**src/rtl/trng_word_packer_if.sv**
```systemverilog
// trng_word_packer_if
//   Bundles the bit-input side and the word-output side of the TRNG word
//   packer. Signal names match the packer's original port names.
//   Parameters: WIDTH (bits per word), DROP_W (dropped-bit counter width).
//   Modports:
//     master - the surrounding logic: drives enable, bit_in, bit_valid,
//              word_ready; observes word_out, word_valid, fill_level,
//              drop_count.
//     slave  - the packer itself (opposite directions).
interface trng_word_packer_if #(
    parameter int WIDTH  = 32,
    parameter int DROP_W = 16
);
    localparam int FW = $clog2(WIDTH + 1);

    logic              enable;
    logic              bit_in;
    logic              bit_valid;
    logic [WIDTH-1:0]  word_out;
    logic              word_valid;
    logic              word_ready;
    logic [FW-1:0]     fill_level;
    logic [DROP_W-1:0] drop_count;

    modport master (
        output enable, bit_in, bit_valid, word_ready,
        input  word_out, word_valid, fill_level, drop_count
    );

    modport slave (
        input  enable, bit_in, bit_valid, word_ready,
        output word_out, word_valid, fill_level, drop_count
    );
endinterface

```
**src/rtl/trng_word_packer.sv**
```systemverilog
// trng_word_packer
//   Packs single debiased bits into WIDTH-bit words and presents them on a
//   valid/ready output slot. When the slot is stalled one completed word is
//   held internally and every further offered bit is discarded and counted
//   in a saturating drop counter.
//   Ports:
//     clk  - clock, all state updates on the rising edge
//     rst  - synchronous active-high reset
//     bus  - trng_word_packer_if.slave: enable/bit_in/bit_valid in,
//            word_out/word_valid out, word_ready in, fill_level and
//            drop_count status out. All outputs are registered or derived
//            only from registers.
module trng_word_packer #(
    parameter int WIDTH  = 32,
    parameter int DROP_W = 16
) (
    input  logic                 clk,
    input  logic                 rst,
    trng_word_packer_if.slave    bus
);
    localparam int FW = $clog2(WIDTH + 1);
    localparam logic [FW-1:0] LAST = FW'(WIDTH - 1);

    typedef enum logic {
        COLLECT,
        HOLD
    } state_t;

    state_t            state_q, state_d;
    logic [FW-1:0]     cnt_q, cnt_d;
    logic [WIDTH-1:0]  shreg_q, shreg_d;
    logic [WIDTH-1:0]  word_q, word_d;
    logic              valid_q, valid_d;
    logic [DROP_W-1:0] drop_q, drop_d;

    logic              offer;
    logic              slot_free;
    logic [WIDTH-1:0]  shifted;

    always_ff @(posedge clk) begin
        if (rst) begin
            state_q <= COLLECT;
            cnt_q   <= '0;
            shreg_q <= '0;
            word_q  <= '0;
            valid_q <= 1'b0;
            drop_q  <= '0;
        end else begin
            state_q <= state_d;
            cnt_q   <= cnt_d;
            shreg_q <= shreg_d;
            word_q  <= word_d;
            valid_q <= valid_d;
            drop_q  <= drop_d;
        end
    end

    always_comb begin
        state_d   = state_q;
        cnt_d     = cnt_q;
        shreg_d   = shreg_q;
        word_d    = word_q;
        valid_d   = valid_q;
        drop_d    = drop_q;
        offer     = bus.enable && bus.bit_valid;
        slot_free = !valid_q || bus.word_ready;
        // First accepted bit migrates down to bit 0 after WIDTH shifts.
        shifted   = {bus.bit_in, shreg_q[WIDTH-1:1]};

        // Consumption clears valid; a load below in the same cycle overrides.
        if (valid_q && bus.word_ready) begin
            valid_d = 1'b0;
        end

        case (state_q)
            COLLECT: begin
                if (offer) begin
                    shreg_d = shifted;
                    if (cnt_q != LAST) begin
                        cnt_d = cnt_q + 1'b1;
                    end else if (slot_free) begin
                        word_d  = shifted;
                        valid_d = 1'b1;
                        cnt_d   = '0;
                    end else begin
                        // Completed word parks in shreg until the slot frees.
                        cnt_d   = '0;
                        state_d = HOLD;
                    end
                end
            end
            HOLD: begin
                if (offer && (drop_q != '1)) begin
                    drop_d = drop_q + 1'b1;
                end
                if (slot_free) begin
                    word_d  = shreg_q;
                    valid_d = 1'b1;
                    cnt_d   = '0;
                    state_d = COLLECT;
                end
            end
            default: state_d = COLLECT;
        endcase
    end

    assign bus.word_out   = word_q;
    assign bus.word_valid = valid_q;
    assign bus.fill_level = (state_q == HOLD) ? FW'(WIDTH) : cnt_q;
    assign bus.drop_count = drop_q;
endmodule

```
**src/flat_wrapper.sv**
```systemverilog
// flat-port wrapper written by rule: the top's interface ports become plain ports
module trng_word_packer_flat 
#(
    parameter int WIDTH  = 32,
    parameter int DROP_W = 16
)
  (clk, rst, bus_enable, bus_bit_in, bus_bit_valid, bus_word_ready, bus_word_out, bus_word_valid, bus_fill_level, bus_drop_count);
  trng_word_packer_if #(.WIDTH(WIDTH), .DROP_W(DROP_W)) bus_i ();
  input  logic clk;
  input  logic rst;
  input wire logic [$bits(bus_i.enable)-1:0] bus_enable;
  input wire logic [$bits(bus_i.bit_in)-1:0] bus_bit_in;
  input wire logic [$bits(bus_i.bit_valid)-1:0] bus_bit_valid;
  input wire logic [$bits(bus_i.word_ready)-1:0] bus_word_ready;
  output wire logic [$bits(bus_i.word_out)-1:0] bus_word_out;
  output wire logic [$bits(bus_i.word_valid)-1:0] bus_word_valid;
  output wire logic [$bits(bus_i.fill_level)-1:0] bus_fill_level;
  output wire logic [$bits(bus_i.drop_count)-1:0] bus_drop_count;
  assign bus_i.enable = bus_enable;
  assign bus_i.bit_in = bus_bit_in;
  assign bus_i.bit_valid = bus_bit_valid;
  assign bus_i.word_ready = bus_word_ready;
  assign bus_word_out = bus_i.word_out;
  assign bus_word_valid = bus_i.word_valid;
  assign bus_fill_level = bus_i.fill_level;
  assign bus_drop_count = bus_i.drop_count;
  trng_word_packer #(.WIDTH(WIDTH), .DROP_W(DROP_W)) u_core (.clk(clk), .rst(rst), .bus(bus_i));
endmodule
```
**config.mk**
```make
export PLATFORM = sky130hd
export DESIGN_NAME = trng_word_packer_flat
export DESIGN_NICKNAME = d
export VERILOG_FILES = /design/src/rtl/trng_word_packer_if.sv /design/src/rtl/trng_word_packer.sv /design/src/flat_wrapper.sv
export SDC_FILE = /design/constraint.sdc
export NUM_CORES = 1
export LEC_CHECK = 0
export CORE_MARGIN = 2
export CORE_UTILIZATION = 53
export DETAILED_ROUTE_END_ITERATION = 12
export GPL_TIMING_DRIVEN = 0
export PLACE_DENSITY_LB_ADDON = 0.12
export SYNTH_ARGS = -nofsm -noshare
export SYNTH_HDL_FRONTEND = slang
export SYNTH_SLANG_ARGS = --single-unit
```
**constraint.sdc**
```tcl
create_clock -name clk -period 2.4 [get_ports clk]
set_input_delay 0.48 -clock clk [delete_from_list [all_inputs] [get_ports clk]]
set_output_delay 0.48 -clock clk [all_outputs]
set_load 0.02 [all_outputs]
```
==> results of run 1 <==
==> worst paths after layout <==
path / slack, ns / endpoint
min: 0.47 / u_core.shreg_q[0]$_SDFFE_PP0P_
max reg2reg: 0.24 / u_core.bus.drop_count[14]$_SDFFE_PP0P_
max: 0.24 / u_core.bus.drop_count[15]$_SDFFE_PP0P_
min reg2reg: 0.47 / u_core.shreg_q[0]$_SDFFE_PP0P_
==> flip-flops by register name, indices dropped and copies added (netlist names) <==
signal                 count
u_core.shreg_q            32
u_core.bus.word_out       32
u_core.state_q             1
u_core.bus.word_valid      1
u_core.cnt_q               6
u_core.bus.drop_count     16
==> per-layer routing <==
metal / wire length (um) / share of wire [%] / track usage (%)
met5: 0 / 0 / 0
met4: 125 / 1.4 / 7.44
met3: 415 / 4.7 / 5.50
met2: 4320 / 49 / 38.3
met1: 4010 / 45 / 31.9
==> metrics by stage <==
stage               hold slack [ns]  power [mW]  std cells  TNS [ns]
finish                        0.469        2.71        607         0
global route                  0.507        2.81        607         0
CTS                           0.473        2.73        607         0
detailed placement            0.462        1.58        592     -5.56
global placement              0.442        1.58        592     -5.11
floorplan                     0.436        1.55        437         0
==> kinds of logic after synthesis <==
family                     Yosys count  share of synthesized area, %
AOI/OAI and AO/OA                  137                          21.9
xor gates and xnor gates             1                         0.233
adders and majority gates            2                         0.665
buffers and inverters               42                          4.52
DFF                                 88                          46.8
muxes                               34                          9.04
and+or+nand+nor                    133                          16.9
==> Yosys cell counts, types with 2 or more instances <==
| cell type | number |
|---|---|
| ha_1 | 2 |
| a211oi_1 | 35 |
| nor3_1 | 7 |
| nand3_1 | 11 |
| and3_1 | 4 |
| or3_1 | 8 |
| o311ai_0 | 2 |
| a21oi_1 | 78 |
| nand2_1 | 71 |
| nand3b_1 | 2 |
| clkbuf_1 | 26 |
| o21ai_0 | 8 |
| nor2b_1 | 4 |
| dfxtp_1 | 88 |
| inv_1 | 7 |
| nor2_1 | 9 |
| or4_1 | 4 |
| o31ai_1 | 3 |
| mux2i_1 | 34 |
| o41ai_1 | 3 |
| buf_2 | 7 |
| nand4_1 | 4 |
==> worst min-delay path: stages (launching register included) <==
cell     delay [ns]
dfxtp_1        0.32
nand2_1        0.06
a21oi_1        0.05
==> power by group through the flow <==
| stage | Sequential [mW] | Combinational [mW] | Clock [mW] |
|---|---|---|---|
| floorplan | 1.50 | 0.0499 | 0 |
| global placement | 1.50 | 0.0810 | 0 |
| detailed placement | 1.50 | 0.0820 | 0 |
| CTS | 1.46 | 0.0822 | 1.18 |
| global route | 1.47 | 0.0909 | 1.25 |
| finish | 1.46 | 0.0827 | 1.16 |
==> final cells by class <==
class | count | area (um^2)
multi-input combinational | 307 | 1840
buffer | 34 | 141
clock buffer | 12 | 155
fill | 610 | 2120
inverter | 7 | 26.3
clock inverter | 4 | 73.8
tap | 96 | 120
sequential | 88 | 1760
timing repair buffer | 59 | 591
==> what timing repair did <==
action	CTS	global route
resized for setup	0	3
endpoints found under the setup margin	2	14
buffers inserted	0	0
==> out/metrics.yaml, run 1 <==
power_and_ir_drop:
  irDropWorstVdd_mv: 0.455
  power.density_nw_per_um2: 576
  comb_power_share_pct: 3.0
  swShare_pct: 21.5
  total_leakage_power_nw: 1.41
  p_sw_mw: 0.582
  pwr-share-clk_pct: 42.9
  seqPwrFrac_pct: 54.0
  internal-power_mw: 2.13
critical_path:
  cp-start-kind: "input port"
  reg2reg_from: "u_core.bus.drop_count[0]$_SDFFE_PP0P_"
  path_depth: 6
  critPathArrivalTime_ns: 2.45
  path_cells: "clkdlybuf4s50_1 -> nand3_2 -> or4_1 -> buf_2 -> or4_1 -> a21oi_1"
  cp_slowest_stage_delay_ns: 0.59
  r2r_cells: 5
  worstPathRequired_ns: 2.68
  path_class: "in2reg"
  path_delay_family: "simple AND/OR/NAND/NOR gates"
  endpoint_kind: "register"
  crit_slowest_cell: "clkdlybuf4s50_1"
  worstSetupStartpoint: "bus_bit_valid"
  worst-path-buf-inv: 2
  cp_max_fo: 8
  path_common_cell: "or4_1"
synth:
  yosys_warnings: 0
  synth_top_area_share_pct: 46.8
  ys_top_cells_by_area: "dfxtp_1 47%, a21oi_1 10%, mux2i_1 9.0%"
  synth_area_um2: 3760
  ys_types: 42
  synthArstFlopShare_pct: 0
  synth_fp_nets: 445
  yosys.area.top_type: "dfxtp_1"
  synth_ff_type: "dfxtp_1"
  ys_seq_elements: 88
  ys_seq_area_share_pct: 46.8
  syn_inst: 437
  synth_area_per_cell_um2: 8.62
  synth_edf_count: 0
place:
  dp_slack_ns: -0.214
  dpl.hpwl_um: 6150
  portBuffers: 59
  gp_congestion: 0.910
  place_area_um2: 4480
detailed_routing:
  vias: 3444
  drt-initial-drc-count: 282
  final_antenna_net_count: 0
  routedWlPerCell_um: 14.6
  drt_first_pass_iters: 4
  drcViolationCount: 0
  wl_um: 8870
  avgViaCountPerCell: 5.67
sta:
  grt_setup_unrepaired: "no"
  finalCritPeriodShare_pct: 90.2
  worst_pin_slew_ns: 0.733
  maxSlewViolCount: 0
  relSlewSlack_pct: 51.1
  hold_viol: 0
  setup_slack_ns: 0.235
  setup-violations-final: 0
  timing.fmax_ghz: 0.462
  period_needed_ns: 2.16
  fin_worst_skew_ns: 0.0101
floorplan:
  fp.dieW_um: 88.3
  num_rows: 30
  dieHeight_um: 88.3
  core-area_um2: 6830
  die-area_um2: 7790
  ios: 61
  initial_core_util_pct: 55.1
flow_run:
  drv_cap: 0
global_routing:
  grt.overflow.total: 0
  antenna_found_initial: 0
  track_usage_pct: 23.8
  grt_pass1_wl_um: 14600
  grt_max_degree: 20
  first_global_vias: 3108
clock_network:
  cts-htree-levels: 3
  clockBufferDepth: 2
  cts_buffers: 9
  clkLatencyLatePin_ns: 0.35
  cts_root_buf: "clkbuf_8"
  tritoncts: "done"
  ctsHoldBuffers: 0
  cts_sinks: 88
  path_clk_slew_ns: 0.08
finish:
  layout.nets: 514
  synthToLayoutAreaGrowth_pct: 25.1
  final_common_cell: "dfxtp_1"
  utilization_pct: 69.0
  num_antenna_cells: 0
  final_area_um2: 4710
  final_cell_mix: "88 x dfxtp_1, 78 x a21oi_1, 71 x nand2_1"
  layout-drive-gt1-share_pct: 5.48
min_path:
  hold_class: "reg2reg"
  hold_path_startpoint: "u_core.shreg_q[0]$_SDFFE_PP0P_"
  worstHoldPathCells: 2
status:
  status: "complete, no violations"
No activity file was read; power rests on OpenSTA's default activity.
==> run 2: changes to the inputs <==
Settings changed: SKIP_CTS_REPAIR_TIMING set to 1.
==> run 2 against run 1 <==
Final cell count is the same. Power is essentially flat. Combinational power grew 0.7%. Die area is the same. Clock-buffer cell count is the same. Routed wire length grew 0.50%. Critical path type is now reg2out.
==> out/metrics.yaml, run 2 (same netlist as run 1, synthesis figures left out) <==
power_and_ir_drop:
  p_sw_mw: 0.580  # -0.33%
  total_leakage_power_nw: 1.41  # unchanged
  comb_power_share_pct: 3.1  # about the same
  internal-power_mw: 2.13  # about the same
  swShare_pct: 21.4  # -0.056 points
  seqPwrFrac_pct: 54.0  # about the same
  irDropWorstVdd_mv: 0.456  # +0.20%
  power.density_nw_per_um2: 575  # about the same
  pwr-share-clk_pct: 42.9  # about the same
finish:
  register_area_um2: 1760  # unchanged
  layout-drive-gt1-share_pct: 5.48  # unchanged
  layout.nets: 514  # unchanged
  synthToLayoutAreaGrowth_pct: 25.1  # unchanged
  final_common_cell: "dfxtp_1"
  num_antenna_cells: 0  # unchanged
  multiInputGateArea_um2: 1840  # unchanged
  final_cell_mix: "88 x dfxtp_1, 78 x a21oi_1, 71 x nand2_1"
  fill_cells: 610  # unchanged
  final_area_um2: 4710  # unchanged
detailed_routing:
  avgViaCountPerCell: 5.74  # +1.2%
  drt-initial-drc-count: 242  # -14%
  drcViolationCount: 0  # unchanged
  final_antenna_net_count: 0  # unchanged
  wl_um: 8920  # +0.50%
  drt_first_pass_iters: 5  # +1
  vias: 3485  # +1.2%
  routedWlPerCell_um: 14.7  # +0.50%
place:
  portBuffers: 59  # unchanged
  dpl.hpwl_um: 6150  # unchanged
  gp_congestion: 0.910  # unchanged
  dp_slack_ns: -0.214  # unchanged
  place_area_um2: 4480  # unchanged
clock_network:
  clockBufferDepth: 2  # unchanged
  tritoncts: "done"
  cts_buffers: 9  # unchanged
  cts_root_buf: "clkbuf_8"
  path_clk_slew_ns: 0.09  # about the same
  cts_sinks: 88  # unchanged
  clkLatencyLatePin_ns: 0.35  # about the same
  cts-htree-levels: 3  # unchanged
critical_path:
  critPathArrivalTime_ns: 1.69  # -0.76 ns
  crit_slowest_cell: "clkdlybuf4s50_1"
  worst-path-buf-inv: 2  # unchanged
  path_class: "reg2out"
  reg2reg_slack_ns: 0.23  # about the same
  worstPathRequired_ns: 1.92  # -0.76 ns
  endpoint_kind: "primary output"
  cp_slowest_stage_delay_ns: 0.54  # -0.05 ns
  reg2reg_from: "u_core.bus.drop_count[0]$_SDFFE_PP0P_"
  timing.rr.end: "u_core.bus.drop_count[14]$_SDFFE_PP0P_"
  cp-start-kind: "register"
  r2r_cells: 5  # unchanged
  path_delay_family: "buffers and inverters"
  cp_max_fo: 19  # +11
  path_cells: "buf_4 -> or2_2 -> clkdlybuf4s50_1"
sta:
  finalCritPeriodShare_pct: 90.3  # about the same
  worst_pin_slew_ns: 0.731  # -0.00198 ns
  setup-violations-final: 0  # unchanged
  fin_worst_skew_ns: 0.0104  # +0.000339 ns
  setup_slack_ns: 0.233  # -0.00185 ns
  maxSlewViolCount: 0  # unchanged
  hold_viol: 0  # unchanged
  worst_hold_slack_ns: 0.469  # +0.000694 ns
  finalSetupTns_ns: 0  # unchanged
  timing.fmax_ghz: 0.462  # about the same
  relSlewSlack_pct: 51.2  # +0.13 points
  grt_setup_unrepaired: "no"
  period_needed_ns: 2.17  # +0.00185 ns
global_routing:
  antenna_found_initial: 0  # unchanged
  grt_max_degree: 15  # -25%
  first_global_vias: 3104  # -0.13%
  grt.overflow.total: 0  # unchanged
  track_usage_pct: 23.8  # unchanged
  grt_pass1_wl_um: 14600  # about the same
floorplan:
  ios: 61  # unchanged
  die-area_um2: 7790  # unchanged
  core-area_um2: 6830  # unchanged
  initial_core_util_pct: 55.1  # unchanged
  fp.dieW_um: 88.3  # unchanged
  num_rows: 30  # unchanged
  dieHeight_um: 88.3  # unchanged
flow_run:
  drv_cap: 0  # unchanged
min_path:
  hold_path_startpoint: "u_core.shreg_q[0]$_SDFFE_PP0P_"
  hold_end: "u_core.shreg_q[0]$_SDFFE_PP0P_"
  hold_class: "reg2reg"
  worstHoldPathCells: 2  # unchanged
status:
  status: "complete, no violations"
run 2: cell counts in the layout (fill, tap and decap cells not counted):
No cell type changed its count.
run 2: power by group through the flow:
stage          logic (mW)  registers [mW]  clock network (mW)
6_report           0.0833            1.46                1.16
5_1_grt            0.0909            1.47                1.25
4_1_cts            0.0822            1.46                1.18
3_5_place_dp       0.0820            1.50                   0
3_3_place_gp       0.0810            1.50                   0
2_1_floorplan      0.0499            1.50                   0
run 2: through the flow:
step / utilization [%] / cells / power [mW]
after floorplan: - / 437 / 1.55
after global placement: 65.5 / 592 / 1.58
after detailed placement: 65.5 / 592 / 1.58
after CTS: 68.9 / 608 / 2.73
after global routing: 69.0 / 607 / 2.81
final: 69.0 / 607 / 2.71
run 2: worst max-delay path by stage:
stage,startpoint,end,cells after the start
finish,u_core.state_q$_SDFF_PP0_,bus_fill_level[5],3
global placement,bus_bit_valid,u_core.bus.word_out[14]$_SDFFE_PP0P_,7
global route,u_core.cnt_q[0]$_SDFFE_PP0P_,u_core.bus.word_out[9]$_SDFFE_PP0P_,6
detailed placement,bus_bit_valid,u_core.bus.word_out[23]$_SDFFE_PP0P_,6
CTS,u_core.state_q$_SDFF_PP0_,bus_fill_level[5],4
floorplan,u_core.bus.drop_count[0]$_SDFFE_PP0P_,u_core.bus.drop_count[14]$_SDFFE_PP0P_,5
run 2: metal layers:
layer	vias to the layer above	part of all wire [%]	track usage, %
li1	1710	-	-
met1	1650	46	31.9
met2	112	49	38.6
met3	13	4.7	5.50
met4	0	1.0	6.89
met5	-	0	0
run 2: tightest hold or removal path: stages (launching register included):
cell and delay, ns:
dfxtp_1 0.32, nand2_1 0.06, a21oi_1 0.05
run 2: cell type report:
cell class | instances | share of cell area [%]
flip-flops and latches | 88 | 37.4
inverters | 7 | 0.558
repair buffers | 59 | 12.5
multi-input cells | 307 | 39.1
clock inverters | 4 | 1.57
clock buffers | 12 | 3.29
well taps | 96 | 2.55
plain buffers | 34 | 3.00
